==> config.mk <==
export PLATFORM = sky130hd
export DESIGN_NAME = opb_register_simulink2ppc
export DESIGN_NICKNAME = d
export VERILOG_FILES = /design/src/rtl/opb_s2p_pkg.sv /design/src/rtl/opb_s2p_slave_if.sv /design/src/rtl/opb_register_simulink2ppc.sv
export SDC_FILE = /design/constraint.sdc
export NUM_CORES = 1
export LEC_CHECK = 0
export CAP_MARGIN = 30
export CORE_MARGIN = 2
export CORE_UTILIZATION = 45
export DETAILED_ROUTE_END_ITERATION = 12
export GPL_ROUTABILITY_DRIVEN = 0
export HOLD_SLACK_MARGIN = 0.1
export MAX_ROUTING_LAYER = met4
export PLACE_DENSITY = 0.86
export SLEW_MARGIN = 20
export SYNTH_ARGS = -nofsm -noshare
export SYNTH_HDL_FRONTEND = slang
export SYNTH_SLANG_ARGS = --single-unit
==> constraint.sdc <==
create_clock -name OPB_Clk -period 2.8 [get_ports OPB_Clk]
set_input_delay 0.28 -clock OPB_Clk [delete_from_list [all_inputs] [get_ports OPB_Clk]]
set_output_delay 0.28 -clock OPB_Clk [all_outputs]
set_load 0.005 [all_outputs]
==> src/rtl/opb_s2p_pkg.sv <==
// ---------------------------------------------------------------------------
// opb_s2p_pkg
// Shared definitions for the Simulink-to-PPC OPB register slave:
//   - byte offsets of the three software-visible registers inside the window
//   - bit positions of the fields packed into the STATUS word
//   - encoding of the bus-handshake state machine
//   - a helper that assembles the STATUS word from its fields
// No ports; imported by opb_s2p_slave_if and opb_register_simulink2ppc.
// ---------------------------------------------------------------------------
package opb_s2p_pkg;

    // Byte offsets relative to the base of the slave window
    localparam logic [31:0] OFF_DATA   = 32'h0000_0000;
    localparam logic [31:0] OFF_STATUS = 32'h0000_0004;
    localparam logic [31:0] OFF_TSTAMP = 32'h0000_0008;

    // STATUS layout: NEW flag, overrun flag, 16-bit capture counter in the low half
    localparam int STATUS_NEW_BIT = 31;
    localparam int STATUS_OVR_BIT = 30;
    localparam int STATUS_CNT_MSB = 15;

    // Handshake states: wait for a hit, acknowledge once, then wait for deselect
    typedef enum logic [1:0] {
        S2P_IDLE = 2'd0,
        S2P_ACK  = 2'd1,
        S2P_HOLD = 2'd2
    } s2pState_t;

    // Packs the individual status fields into the word software reads
    function automatic logic [31:0] statusWord(
        input logic        newFlag,
        input logic        ovrFlag,
        input logic [15:0] count
    );
        logic [31:0] word;
        word                   = '0;
        word[STATUS_NEW_BIT]   = newFlag;
        word[STATUS_OVR_BIT]   = ovrFlag;
        word[STATUS_CNT_MSB:0] = count;
        return word;
    endfunction

endpackage

==> src/rtl/opb_s2p_slave_if.sv <==
// ---------------------------------------------------------------------------
// opb_s2p_slave_if
// OPB slave handshake: address-window decode, the IDLE/ACK/HOLD state
// machine and the one-cycle transfer acknowledge.
// Ports:
//   i_clk, i_rst   clock and asynchronous active-high reset
//   i_abus         byte address from the bus (MSB first)
//   i_select       OPB select qualifier
//   o_start        high in the cycle whose closing edge snapshots the access
//   o_ack          transfer acknowledge, high for exactly one cycle per access
//   o_offset       byte offset of i_abus from the window base
// ---------------------------------------------------------------------------
module opb_s2p_slave_if
    import opb_s2p_pkg::*;
#(
    parameter int unsigned      AW        = 32,
    parameter logic [AW-1:0]    BASE_ADDR = 32'h0106_0700,
    parameter logic [AW-1:0]    HIGH_ADDR = 32'h0106_07FF
) (
    input  logic          i_clk,
    input  logic          i_rst,
    input  logic [AW-1:0] i_abus,
    input  logic          i_select,
    output logic          o_start,
    output logic          o_ack,
    output logic [AW-1:0] o_offset
);

    s2pState_t r_state;
    s2pState_t w_nextState;
    logic      w_hit;

    // A hit needs select plus an address inside the inclusive window bounds
    assign w_hit    = i_select && (i_abus >= BASE_ADDR) && (i_abus <= HIGH_ADDR);
    assign o_offset = i_abus - BASE_ADDR;

    // State register; reset drops straight back to IDLE so any
    // in-flight acknowledge disappears without waiting for a clock
    always_ff @(posedge i_clk or posedge i_rst) begin
        if (i_rst) begin
            r_state <= S2P_IDLE;
        end else begin
            r_state <= w_nextState;
        end
    end

    // Next-state and handshake outputs. o_start marks the IDLE cycle that
    // sees a hit; the register block snapshots on that edge. HOLD waits
    // for the master to drop select so one long select yields one ack.
    always_comb begin
        w_nextState = r_state;
        o_start     = 1'b0;
        o_ack       = 1'b0;
        case (r_state)
            S2P_IDLE: begin
                if (w_hit) begin
                    o_start     = 1'b1;
                    w_nextState = S2P_ACK;
                end
            end
            S2P_ACK: begin
                o_ack       = 1'b1;
                w_nextState = S2P_HOLD;
            end
            S2P_HOLD: begin
                if (!i_select) begin
                    w_nextState = S2P_IDLE;
                end
            end
            default: begin
                w_nextState = S2P_IDLE;
            end
        endcase
    end

endmodule

==> src/rtl/opb_register_simulink2ppc.sv <==
// ---------------------------------------------------------------------------
// opb_register_simulink2ppc
// Publishes a fabric value to software over OPB. The fabric strobes
// user_valid to capture user_data_in; software reads DATA (0x0), STATUS (0x4)
// and, when built with macro OPB_S2P_TIMESTAMP_EN, TSTAMP (0x8) holding the
// free-running cycle count latched at the last capture. Without the macro,
// 0x8 is acknowledged and reads as zero.
// Ports:
//   OPB_Clk, OPB_Rst        clock, asynchronous active-high reset
//   OPB_ABus/BE/DBus/RNW    OPB address, byte enables, write data, direction
//   OPB_select, OPB_seqAddr transfer qualifiers (seqAddr is not used)
//   Sl_DBus, Sl_xferAck     read data (zero outside the ack cycle), ack
//   Sl_errAck/retry/toutSup always zero
//   user_data_in, user_valid fabric capture value and strobe
// ---------------------------------------------------------------------------
module opb_register_simulink2ppc #(
    parameter logic [31:0] C_BASEADDR   = 32'h0106_0700,
    parameter logic [31:0] C_HIGHADDR   = 32'h0106_07FF,
    parameter int          C_OPB_AWIDTH = 32,
    parameter int          C_OPB_DWIDTH = 32,
    parameter              C_FAMILY     = "virtex5"
) (
    input  logic                        OPB_Clk,
    input  logic                        OPB_Rst,
    input  logic [0:C_OPB_AWIDTH-1]     OPB_ABus,
    input  logic [0:C_OPB_DWIDTH/8-1]   OPB_BE,
    input  logic [0:C_OPB_DWIDTH-1]     OPB_DBus,
    input  logic                        OPB_RNW,
    input  logic                        OPB_select,
    input  logic                        OPB_seqAddr,
    output logic [0:C_OPB_DWIDTH-1]     Sl_DBus,
    output logic                        Sl_xferAck,
    output logic                        Sl_errAck,
    output logic                        Sl_retry,
    output logic                        Sl_toutSup,
    input  logic [31:0]                 user_data_in,
    input  logic                        user_valid
);
    import opb_s2p_pkg::*;

    // The family string is informational only for this slave
    localparam bit w_unusedFamilyIsV5 = (C_FAMILY == "virtex5");

    logic                    w_start;
    logic                    w_ack;
    logic [C_OPB_AWIDTH-1:0] w_offset;
    logic [31:0]             w_rdData;
    logic [31:0]             w_tstamp;
    logic                    w_readHit;
    logic                    w_statusWrite;
    logic                    w_clrNew;
    logic                    w_clrOvr;
    logic                    w_unused;

    logic [31:0] r_data;
    logic        r_new;
    logic        r_ovr;
    logic [15:0] r_count;
    logic [31:0] r_readData;

    // Only the top two write-data bits and the first byte enable matter
    assign w_unused = ^{OPB_seqAddr, OPB_BE[1:C_OPB_DWIDTH/8-1], OPB_DBus[2:C_OPB_DWIDTH-1]};

    opb_s2p_slave_if #(
        .AW        (C_OPB_AWIDTH),
        .BASE_ADDR (C_BASEADDR[C_OPB_AWIDTH-1:0]),
        .HIGH_ADDR (C_HIGHADDR[C_OPB_AWIDTH-1:0])
    ) u_slaveIf (
        .i_clk    (OPB_Clk),
        .i_rst    (OPB_Rst),
        .i_abus   (OPB_ABus),
        .i_select (OPB_select),
        .o_start  (w_start),
        .o_ack    (w_ack),
        .o_offset (w_offset)
    );

    // Side effects are taken on the snapshot edge so that a capture on the
    // same edge naturally overrides a NEW clear. Status writes only act
    // when the top byte lane is enabled; bus bit 0 is word bit 31.
    assign w_readHit     = w_start && OPB_RNW;
    assign w_statusWrite = w_start && !OPB_RNW && (w_offset == OFF_STATUS) && OPB_BE[0];
    assign w_clrNew      = (w_readHit && (w_offset == OFF_DATA)) || (w_statusWrite && OPB_DBus[0]);
    assign w_clrOvr      = w_statusWrite && OPB_DBus[1];

    // Read mux over the current (pre-edge) register values; unmapped
    // offsets inside the window read as zero
    always_comb begin
        w_rdData = '0;
        case (w_offset)
            OFF_DATA:   w_rdData = r_data;
            OFF_STATUS: w_rdData = statusWord(r_new, r_ovr, r_count);
            OFF_TSTAMP: w_rdData = w_tstamp;
            default:    w_rdData = '0;
        endcase
    end

    // Capture path and status flags. OVR looks at NEW before this edge,
    // and a capture always leaves NEW set even if software cleared it now.
    always_ff @(posedge OPB_Clk or posedge OPB_Rst) begin
        if (OPB_Rst) begin
            r_data  <= '0;
            r_new   <= 1'b0;
            r_ovr   <= 1'b0;
            r_count <= '0;
        end else begin
            if (user_valid) begin
                r_data  <= user_data_in;
                r_count <= r_count + 16'd1;
            end
            r_new <= user_valid || (r_new && !w_clrNew);
            r_ovr <= (user_valid && r_new) || (r_ovr && !w_clrOvr);
        end
    end

    // Read snapshot taken on the hit edge and held through the ack cycle;
    // writes load zero so nothing leaks onto the bus
    always_ff @(posedge OPB_Clk or posedge OPB_Rst) begin
        if (OPB_Rst) begin
            r_readData <= '0;
        end else if (w_start) begin
            r_readData <= OPB_RNW ? w_rdData : 32'h0;
        end
    end

`ifdef OPB_S2P_TIMESTAMP_EN
    logic [31:0] r_cycleCount;
    logic [31:0] r_tstamp;

    // Free-running cycle counter, latched into TSTAMP on each capture
    always_ff @(posedge OPB_Clk or posedge OPB_Rst) begin
        if (OPB_Rst) begin
            r_cycleCount <= '0;
            r_tstamp     <= '0;
        end else begin
            r_cycleCount <= r_cycleCount + 32'd1;
            if (user_valid) begin
                r_tstamp <= r_cycleCount;
            end
        end
    end

    assign w_tstamp = r_tstamp;
`else
    assign w_tstamp = '0;
`endif

    // OR-bus etiquette: data is driven only while acknowledging
    assign Sl_xferAck = w_ack;
    assign Sl_DBus    = w_ack ? r_readData : '0;
    assign Sl_errAck  = 1'b0;
    assign Sl_retry   = 1'b0;
    assign Sl_toutSup = 1'b0;

endmodule

==> run_results.csv, run 1 <==
group,metric,value,unit
place,dp.cells,530,
clocking,clock_latency,0.35,ns
synth,synth-main-ff-cell,"dfrtp_1",
pwr,p_leak,2.20,nW
timing,setup_tns,0,ns
routing,drc,0,
place,post-place-ws,-0.0584,ns
routing,drt-initial-drc-count,74,
synth,synth_top_area_share,54.5,%
timing,finalCritPeriodShare,90.4,%
synth,synthTopCellsByCount,"dfrtp_1, and2_1, mux2_2, inv_1",
floorplan,core_area,8260,sq um
synth,synth_cell_types,47,
global_routing,antenna_found_initial,0,
routing,dr_wl_met2,4.40,mm
timing,whs,0.326,ns
routing,antenna_left,0,
clocking,cts_made_buffers,9,
floorplan,fp-row-count,33,
timing,finalSetupViolations,0,
synth,synth-async-reset-ratio,100,%
clocking,path_clk_slew,0.09,ns
clocking,cts.sinks,84,
clocking,cts.path.max_buffers,2,
timing,worst_slack,0.268,ns
clocking,cts_setup_buffers,0,
pwr,total_power,2.64,mW
cells_and_area,layout.nets,543,
place,numPortBuffers,104,
worst_setup_path,worstPathCellList,"or4b_2 -> or4_4 -> or2_1 -> buf_4 -> a22oi_1 -> o21ai_0",
worst_setup_path,cp_slowest_stage_delay,0.69,ns
timing,fin_crit,2.53,ns
worst_setup_path,path_buf_inv,1,
synth,yosysSeqAreaShare,54.5,%
clocking,postCtsResizedCells,0,
worst_setup_path,crit_type,"reg -> reg",
synth,synthTopCellsByArea,"dfrtp_1, mux2_2, and2_1",
clocking,cts_tree,"yes",
worst_setup_path,cp-end-kind,"register",
routing,viasPerCell,5.34,
global_routing,grt_pass1_vias,3081,
synth,yosysMostFrequentCell,"dfrtp_1",
cells_and_area,drive_gt1_share,17.7,%
global_routing,grt_overflow,0,
run,maxCapViolCount,0,
clocking,htree_levels,3,
worst_setup_path,cp-start-kind,"register",
routing,highest_layer,"met4",
global_routing,grt_pass1_wl,14.3,mm
routing,drtPass1Iterations,4,
floorplan,start_util,46.7,%
worst_setup_path,required,3.02,ns
timing,hold_viol_final,0,
synth,synth-edff-count,0,
synth,ys_seq_elements,84,
timing,fmax,395,MHz
worst_setup_path,critPathArrivalTime,2.75,ns
synth,synth_warnings,0,
floorplan,dieHeight,96.5,um
routing,m1WireLength,3.59,mm
timing,final_max_slew_viol_count,0,
routing,num_vias,2913,
timing,rsz0062_at_grt,"no",
timing,slew-limit-headroom,55.6,%
synth,syn_inst,326,
run_status,status,"finished clean",
global_routing,grt_max_degree,47,
cells_and_area,area_growth,36.3,%
synth,syn_area_per_cell,11.8,sq um
cells_and_area,layout.cells.non_filler,546,
clocking,cts_hold_buf,0,
floorplan,dieArea,9320,sq um
synth,synth_top_cell_by_area,"dfrtp_1",
cells_and_area,diodes,0,
clocking,cts-root-buf,"clkbuf_8",
global_routing,grt_use_total,20.5,%
worst_setup_path,slowest_stage,"or4b_2",
min_path,hold_path_class,"in -> async",
pwr,powerDensity,502,nW/um^2
cells_and_area,fillers,660,
timing,worstMarginPinSlew,0.666,ns
floorplan,pin_count,142,
timing,clock-skew-final,0.0154,ns
worst_setup_path,critPathMaxFanout,20,
routing,wirelength,8.46,mm
worst_setup_path,critPathTopFamily,"simple AND/OR/NAND/NOR gates",
floorplan,die_x,96.5,um
pwr,peakVddDrop,0.289,mV
routing,wl_per_cell,15.5,um
routing,wl_met3,366,um
synth,synth_area,3850,sq um
place,post-dp-hpwl,6.28,mm
==> metal layers <==
| layer | vias up | track usage, % |
|---|---|---|
| li1 | 1377 | - |
| met4 | 0 | 6.69 |
| met2 | 78 | 34.8 |
| met3 | 10 | 3.49 |
| met5 | - | - |
| met1 | 1448 | 25.1 |
==> flip-flops by register name, summed over array words and instances (netlist names) <==
register / count
r_count: 16
r_data: 32
r_new: 1
r_ovr: 1
r_readData: 32
u_slaveIf.r_state: 2
==> path summary, 6_finish.rpt <==
check,start,to,slack [ns],depth (start not counted)
setup / recovery,u_slaveIf.r_state[0],r_readData[11],0.27,6
hold / removal,OPB_Rst,r_data[5],0.33,2
setup reg to reg,u_slaveIf.r_state[0],r_readData[11],0.27,6
hold reg to reg,r_count[15],r_count[15],0.48,1
max in group asynchronous,OPB_Rst,r_data[7],1.81,3
min in group OPB_Clk,r_count[15],r_count[15],0.48,1
==> report_power, final <==
part / switching, mW / internal, mW
Combinational: 0.149 / 0.199
Sequential: 0.0905 / 1.32
Clock: 0.435 / 0.445
==> through the flow <==
step / util (%) / cell area [sq um]
6_report: 63.6 / 5250
5_1_grt: 63.6 / 5250
4_1_cts: 63.6 / 5250
3_5_place_dp: 61.1 / 5040
3_3_place_gp: 61.1 / 5040
2_1_floorplan: - / 3860
==> placed cells by master, fill, tap and decap left out, types with 2 or more instances in the layout <==
master and n:
clkdlybuf4s50_1 103, dfrtp_1 84, mux2_2 32, and2_1 32, inv_1 19, a22o_1 14, xnor2_1 14, o21ai_0 11
buf_4 11, a22oi_2 10, clkbuf_8 10, o21ai_1 9, a22oi_1 8, nand2_1 7, nand3_1 7, or4_1 6
nor4_1 6, nor3_1 5, and3_1 4, nand2b_1 4, nor2_1 4, nand4_1 3, o21a_1 3, conb_1 3
nand4b_1 2, or4_4 2, clkinv_2 2, inv_6 2, clkinv_4 2
==> final cells by class <==
cell class / count / area [sq um] / area share (%)
clock buffer: 10 / 138 / 2.62
clock inverter: 6 / 70.1 / 1.33
inverter: 20 / 76.3 / 1.45
multi-input combinational: 205 / 1600 / 30.4
sequential: 84 / 2100 / 40.0
tap: 105 / 131 / 2.50
timing repair buffer: 116 / 1140 / 21.7
==> kinds of logic (layout without fill, tap and decap cells) <==
logic type / after synthesis / after routing / share of synthesized area (%)
simple gates: 93 / 93 / 15.4
flops: 84 / 84 / 54.5
compound gates: 61 / 61 / 12.4
buf+inv: 39 / 152 / 4.45
mux: 32 / 32 / 9.35
xor+xnor: 15 / 15 / 3.41
fa+ha+maj: 1 / 1 / 0.325
other cells: 1 / 3 / 0.0973
==> worst reg2reg max path: cells and delay by family, from the launching register on <==
kind | cells | cell delay [ns]
flip-flops | 1 | 0.39
AND/OR/NAND/NOR | 3 | 1.48
buffers and inverters | 1 | 0.22
AO/OA/AOI/OAI | 2 | 0.33
Power figures use the tool's default switching activity.
==> inputs of run 2 (changes only) <==
REMOVE_ABC_BUFFERS = 1   (was unset)
SKIP_CTS_REPAIR_TIMING = 1   (was unset)
==> run 2 against run 1 <==
- final cell count rose by 0.18%
- design area about the same
- sequential power is essentially flat
- die area stayed put
- sequential share of layout area barely moved
- flip-flop and latch count did not move
- power up 0.32%
- clock skew fell by 0.0054 ns
- first-iteration DRC count is 46% higher
- fmax down 0.54%
- global-route usage grew 0.23 points
- hold slack got worse by 0.066 ns
- highest routed layer unchanged
==> run_results.csv, run 2 (same netlist as run 1, synthesis figures left out) <==
group,metric,value,unit
global_routing,antenna_found_initial,0,
place,post-place-ws,-0.0526,ns
floorplan,dieHeight,96.5,um
worst_setup_path,cp-end-kind,"register",
pwr,p_leak,2.20,nW
worst_setup_path,r2r-start,"u_slaveIf.r_state[0]",
worst_setup_path,reg2regPathDepth,6,
floorplan,die_x,96.5,um
global_routing,grt_pass1_vias,2990,
floorplan,dieArea,9320,sq um
worst_setup_path,crit_type,"reg -> reg",
min_path,hold_depth,3,
floorplan,core_area,8260,sq um
worst_setup_path,cp-start-kind,"register",
routing,antenna_left,0,
timing,worst_slack,0.255,ns
timing,finalSetupViolations,0,
worst_setup_path,timing.reg2reg.setup_slack,0.25,ns
min_path,whs_endpoint,"r_count[4]",
timing,slew-limit-headroom,63.8,%
cells_and_area,final_common_cell,"clkdlybuf4s50_1",
timing,final_max_slew_viol_count,0,
worst_setup_path,critPathArrivalTime,2.77,ns
worst_setup_path,critPathLaunch,"u_slaveIf.r_state[0]",
global_routing,grt_pass1_wl,14.3,mm
timing,clock-skew-final,0.0100,ns
floorplan,fp-row-count,33,
clocking,clock_latency,0.35,ns
place,numPortBuffers,104,
run,maxCapViolCount,0,
clocking,htree_levels,3,
cells_and_area,layout.cells.non_filler,547,
timing,rsz0062_at_grt,"no",
pwr,powerDensity,504,nW/um^2
timing,hold_viol_final,0,
clocking,cts.path.max_buffers,2,
clocking,cts.sinks,84,
timing,fmax,393,MHz
place,dp.cells,531,
cells_and_area,most-common-layout-cells,"clkdlybuf4s50_1, dfrtp_1, mux2_2, and2_1, inv_1",
routing,wl_per_cell,15.9,um
clocking,path_clk_slew,0.08,ns
clocking,cts_tree,"yes",
worst_setup_path,critPathMaxFanout,20,
timing,fin_crit,2.55,ns
routing,num_vias,2947,
global_routing,grt_use_total,20.7,%
global_routing,grt_max_degree,41,
cells_and_area,drive_gt1_share,17.9,%
global_routing,grt_overflow,0,
routing,drt-initial-drc-count,108,
routing,drc,0,
worst_setup_path,reg2reg_to,"r_readData[30]",
min_path,min_from,"user_valid",
routing,wirelength,8.72,mm
cells_and_area,area_growth,36.1,%
pwr,total_power,2.64,mW
run_status,status,"finished clean",
routing,drtPass1Iterations,4,
clocking,cts_made_buffers,9,
timing,worstMarginPinSlew,0.543,ns
timing,finalCritPeriodShare,90.9,%
min_path,hold_path_class,"in -> reg",
place,post-dp-hpwl,6.23,mm
cells_and_area,top_regs,"r_data: 32 flops, r_readData: 32 flops, r_count: 16 flops",
clocking,cts-root-buf,"clkbuf_8",
floorplan,start_util,46.7,%
routing,viasPerCell,5.39,
pwr,peakVddDrop,0.307,mV
floorplan,pin_count,142,
cells_and_area,layout.nets,544,
cells_and_area,diodes,0,
cells_and_area,fillers,662,
worst_setup_path,required,3.03,ns
run 2: cell count changes in the layout (fill, tap and decap cells not counted):
cell    change
buf_4       +2
buf_12      -1
run 2: per-layer routing:
layer | vias up | track usage [%] | share of wire [%]
met4 | 0 | 7.98 | 2.2
li1 | 1374 | - | -
met5 | - | - | 0
met2 | 84 | 33.8 | 49
met1 | 1467 | 25.9 | 44
met3 | 22 | 3.72 | 4.6
run 2: layout make-up:
class	count	area (sq um)	share of cell area [%]
tap	105	131	2.50
multi-input combinational	205	1600	30.4
sequential	84	2100	40.1
clock buffer	10	138	2.62
clock inverter	6	70.1	1.34
inverter	20	76.3	1.45
timing repair buffer	117	1130	21.6
run 2: per-stage QoR:
stage | hold slack [ns] | setup TNS [ns] | area (sq um) | utilization [%]
2_1_floorplan | 0.371 | -0.0412 | 3760 | -
3_3_place_gp | 0.462 | -0.0857 | 5040 | 61.0
3_5_place_dp | 0.471 | -0.283 | 5040 | 61.0
4_1_cts | 0.251 | 0 | 5250 | 63.5
5_1_grt | 0.273 | 0 | 5250 | 63.5
6_report | 0.260 | 0 | 5250 | 63.5
run 2: power by group:
part           switching [mW]  internal, mW  total [mW]
Combinational           0.141         0.198       0.339
Clock                   0.454         0.445       0.899
Sequential             0.0884          1.32        1.41
Total                   0.684          1.96        2.64
run 2: worst max-delay path: stages (launching register included):
cell     delay (ns)
dfrtp_1        0.39
or4b_2         0.69
or4_4          0.53
or2_1          0.26
buf_4          0.23
a22oi_1        0.21
o21ai_0        0.10
run 2: worst max path at each step:
stage	endpoint	slack (ns)	cells past startpoint
2_1_floorplan	r_ovr	-0.04	5
3_3_place_gp	r_readData[13]	-0.02	7
3_5_place_dp	r_readData[14]	-0.05	7
4_1_cts	r_readData[14]	0.25	6
5_1_grt	r_readData[11]	0.13	6
6_report	r_readData[30]	0.25	6
